File: src/rtl/cla_addsub_pipe.sv
// Pipelined add/subtract built from 4-bit carry-lookahead slices, one slice per stage.
// Operands are skewed in and sums deskewed out, so the full result leaves in one beat.
module cla_addsub_pipe #(
   parameter int unsigned WIDTH = 16
) (
   input  logic             clk,
   input  logic             rst_n,
   input  logic             in_valid,
   output logic             in_ready,
   input  logic [WIDTH-1:0] a,
   input  logic [WIDTH-1:0] b,
   input  logic             mode,
   output logic             out_valid,
   input  logic             out_ready,
   output logic [WIDTH-1:0] s,
   output logic             cout,
   output logic             ovf
);

   localparam int unsigned NSL = WIDTH / 4;

   logic adv;
   logic ovf_r;

   assign adv      = !out_valid || out_ready;
   assign in_ready = adv;

   for (genvar k = 0; k < NSL; k++) begin : g_stage
      // Width of the operand bits still to be added when this stage sees them.
      localparam int unsigned IW = WIDTH - 4 * k;

      logic [IW-1:0]    a_i, b_i;
      logic             c_i, m_i, v_i;
      logic [3:0]       sa, sb, g, p, sum;
      logic [4:0]       c;
      logic [4*k+3:0]   s_n;
      logic             valid_r, carry_r;
      logic [4*k+3:0]   s_r;

      if (k == 0) begin : g_head
         assign a_i = a;
         assign b_i = b;
         assign c_i = mode;
         assign m_i = mode;
         assign v_i = in_valid;
         assign s_n = sum;
      end else begin : g_body
         assign a_i = g_stage[k-1].g_fwd.a_r;
         assign b_i = g_stage[k-1].g_fwd.b_r;
         assign m_i = g_stage[k-1].g_fwd.mode_r;
         assign c_i = g_stage[k-1].carry_r;
         assign v_i = g_stage[k-1].valid_r;
         assign s_n = {sum, g_stage[k-1].s_r};
      end

      always_comb begin
         sa   = a_i[3:0];
         sb   = b_i[3:0] ^ {4{m_i}};
         g    = sa & sb;
         p    = sa ^ sb;
         c[0] = c_i;
         c[1] = g[0] | (p[0] & c_i);
         c[2] = g[1] | (p[1] & g[0]) | (p[1] & p[0] & c_i);
         c[3] = g[2] | (p[2] & g[1]) | (p[2] & p[1] & g[0]) | (p[2] & p[1] & p[0] & c_i);
         c[4] = g[3] | (p[3] & g[2]) | (p[3] & p[2] & g[1]) | (p[3] & p[2] & p[1] & g[0])
              | (p[3] & p[2] & p[1] & p[0] & c_i);
         sum  = p ^ c[3:0];
      end

      always_ff @(posedge clk or negedge rst_n) begin
         if (!rst_n) begin
            valid_r <= 1'b0;
            carry_r <= 1'b0;
            s_r     <= '0;
         end else if (adv) begin
            valid_r <= v_i;
            carry_r <= c[4];
            s_r     <= s_n;
         end
      end

      // Upper operand slices and the op's mode ride along to the next stage.
      if (k < NSL - 1) begin : g_fwd
         logic [IW-5:0] a_r, b_r;
         logic          mode_r;

         always_ff @(posedge clk or negedge rst_n) begin
            if (!rst_n) begin
               a_r    <= '0;
               b_r    <= '0;
               mode_r <= 1'b0;
            end else if (adv) begin
               a_r    <= a_i[IW-1:4];
               b_r    <= b_i[IW-1:4];
               mode_r <= m_i;
            end
         end
      end
   end

   always_ff @(posedge clk or negedge rst_n) begin
      if (!rst_n) begin
         ovf_r <= 1'b0;
      end else if (adv) begin
         ovf_r <= g_stage[NSL-1].c[3] ^ g_stage[NSL-1].c[4];
      end
   end

   assign out_valid = g_stage[NSL-1].valid_r;
   assign s         = g_stage[NSL-1].s_r;
   assign cout      = g_stage[NSL-1].carry_r;
   assign ovf       = ovf_r;

endmodule

File: config.mk
export PLATFORM = sky130hd
export DESIGN_NAME = cla_addsub_pipe
export DESIGN_NICKNAME = d
export VERILOG_FILES = /design/src/rtl/cla_addsub_pipe.sv
export SDC_FILE = /design/constraint.sdc
export NUM_CORES = 1
export LEC_CHECK = 0
export ABC_AREA = 1
export BUFFER_PORTS_ARGS = -buffer_cell sky130_fd_sc_hd__buf_2
export CORE_UTILIZATION = 55
export DETAILED_ROUTE_END_ITERATION = 10
export GPL_ROUTABILITY_DRIVEN = 0
export PLACE_DENSITY_LB_ADDON = 0.12
export SYNTH_ARGS = -nofsm -noshare
export SYNTH_HDL_FRONTEND = slang
export SYNTH_SLANG_ARGS = --single-unit
File: constraint.sdc
create_clock -name clk -period 3.8 [get_ports clk]
set_input_delay 0.38 -clock clk [delete_from_list [all_inputs] [get_ports clk]]
set_output_delay 0.38 -clock clk [all_outputs]
set_load 0.01 [all_outputs]
==> results.ini <==
[clock_network]
cts_hold_buf = 0
clock_latency_ns = 0.36
path_clk_slew_ns = 0.10
cts_setup_buffers = 0
cts_tree = yes
cts_resized = 0
clockRootBuffer = clkbuf_8
htreeDepth = 3
cts_sinks = 100
cts_buffer_depth = 2
cts_buffers = 9

[setup_path]
cp_slowest_cell = inv_2
worst-setup-path-type = flip-flop to output port
r2r-start = g_stage[2].g_fwd.mode_r
crit_path_end_kind = output port
critical_path_peak_fanout = 59
start_kind = flip-flop
crit_path_cell_trace = inv_1 > nor2_4 > inv_2 > buf_2
cpPeakStageDelay_ns = 0.63
required_ns = 3.42
crit_arrival_ns = 1.79
startpoint = out_valid

[logic_synthesis]
synth_area_per_cell_um2 = 8.79
synth.net_count = 582
ys_types = 24
yosysSeqAreaShare_pct = 54.1
synth_top_area_share_pct = 54.1
synth_area_leader_cell = dfrtp_1
synth_area_mm2 = 0.00462
ys_ff_latch = 100
synth_warnings = 0
synth_area_leaders = dfrtp_1, nand2_1, o21ai_0
syn_inst = 526

[drt]
ant_nets = 0
vias = 3399
drc = 0
firstDrtPassIters = 4
routed_wl_um = 8220
avgRoutedWirePerCell_um = 12.1
drtIter0Drc = 172
viasPerCell = 4.99

[sta]
slew_headroom_pct = 38.3
rsz0062_at_grt = false
setup_violations = 0
min_period_over_period_pct = 57.2
finalHoldViolCount = 0
fmax_mhz = 460
maxSlewViolCount = 0
tns_ns = 0
skew_ns = 0.00987
fin_crit_ns = 2.17
worstMarginPinSlew_ns = 0.926

[global_routing]
grt_max_degree = 103
grt_pass1_vias = 3284
grt_overflow = 0
antenna_found_initial = 0
grt_use_total_pct = 21.2
grt_pass1_wl_um = 14500

[cells_and_area]
synthToLayoutAreaGrowth_pct = 10.4
layout.cells.most_common = nand2_1
fin_nets = 627
fin_area_mm2 = 0.00510
final_cell_mix = nand2_1, dfrtp_1, buf_2
drive_above_1_share_pct = 14.1
num_antenna_cells = 0
fin_cells = 681
fin_util_pct = 62.4

[die]
core_mm2 = 0.00818
dieHeight_um = 93.7
rows = 33
start_util_pct = 56.5
dieArea_mm2 = 0.00877
die_x_um = 93.7
io_pins = 57

[power_and_ir_drop]
p_per_area_mw_per_mm2 = 852
finalPower_mw = 4.35
total_leakage_power_nw = 2.70
ir_worst_vdd_v = 0.000584

[placement]
placed_cells = 665
port-buffer-count = 56
placed_cell_area_mm2 = 0.00491
dp_hpwl_um = 5440

[outcome]
status = completed

[min_path]
hold_class = primary input to async pin

[job]
drv_cap = 0

-- Yosys cell counts --
library cell  number
nand2_1          219
dfrtp_1          100
o21ai_0           47
inv_1             33
nand3_1           19
ha_1              16
xor2_1            16
buf_2             13
a21oi_1            9
nand4_1            9
nor2_1             9
buf_4              8
xnor2_1            5
clkbuf_1           4
and2_1             3
fa_1               3
nand3b_1           3
buf_6              2
o21ai_2            2
o22ai_1            2
a21oi_2            1
a31oi_1            1
inv_2              1
nor2_4             1
-- report_power, final --
part	internal (mW)	switching, mW
Sequential	1.53	0.272
Clock	0.305	0.365
Combinational	0.747	1.12
-- per-stage QoR --
stage	hold slack (ns)	setup WS (ns)
6_report	0.0384	1.63
5_1_grt	0.0630	1.48
2_1_floorplan	0.0844	2.18
3_3_place_gp	0.440	1.99
3_5_place_dp	0.439	1.95
4_1_cts	0.0422	1.59
-- per-layer routing --
metal / wire length, µm / GRT usage, %
met1: 3910 / 27.2
met5: 0 / 0
met2: 3880 / 35.7
met4: 168 / 9.36
met3: 258 / 3.16
-- path summary, 6_finish.rpt --
path,to,slack [ns],cells after the start
min in group clk,g_stage[0].g_fwd.b_r[1],0.21,3
setup / recovery,in_ready,1.63,4
hold / removal,g_stage[1].g_fwd.a_r[1],0.04,2
hold reg to reg,out_valid,0.47,2
setup reg to reg,ovf,1.97,9
max in group asynchronous,g_stage[0].g_fwd.a_r[0],3.07,2
-- flip-flops by register name (all words and copies together), names as in the netlist --
register / flops
cout: 1
g_stage.carry_r: 3
g_stage.g_fwd.a_r: 24
g_stage.g_fwd.b_r: 24
g_stage.g_fwd.mode_r: 3
g_stage.s_r: 24
g_stage.valid_r: 3
out_valid: 1
ovf: 1
s: 16
-- critical path: cells and delay by family, from the launching register on --
family | cells | cell delay, ns
buffers and inverters | 3 | 0.99
DFF | 1 | 0.38
and+or+nand+nor | 1 | 0.04
-- cell families (layout without fill, tap and decap cells) --
kind of cell | count (synthesis) | count (layout) | synth area share (%)
compound gates | 62 | 62 | 7.04
xor+xnor | 21 | 21 | 3.98
fa+ha+maj | 19 | 19 | 5.63
buf+inv | 61 | 111 | 6.28
flops | 100 | 100 | 54.1
simple gates | 263 | 263 | 22.9
-- area by class of cell --
cell class | instances | area, µm²
sequential | 100 | 2500
inverter | 34 | 128
fill | 756 | 3070
timing repair buffer | 61 | 320
tap | 105 | 131
multi-input combinational | 365 | 1830
clock inverter | 6 | 63.8
clock buffer | 10 | 128
(Power assumes the default switching activity.)
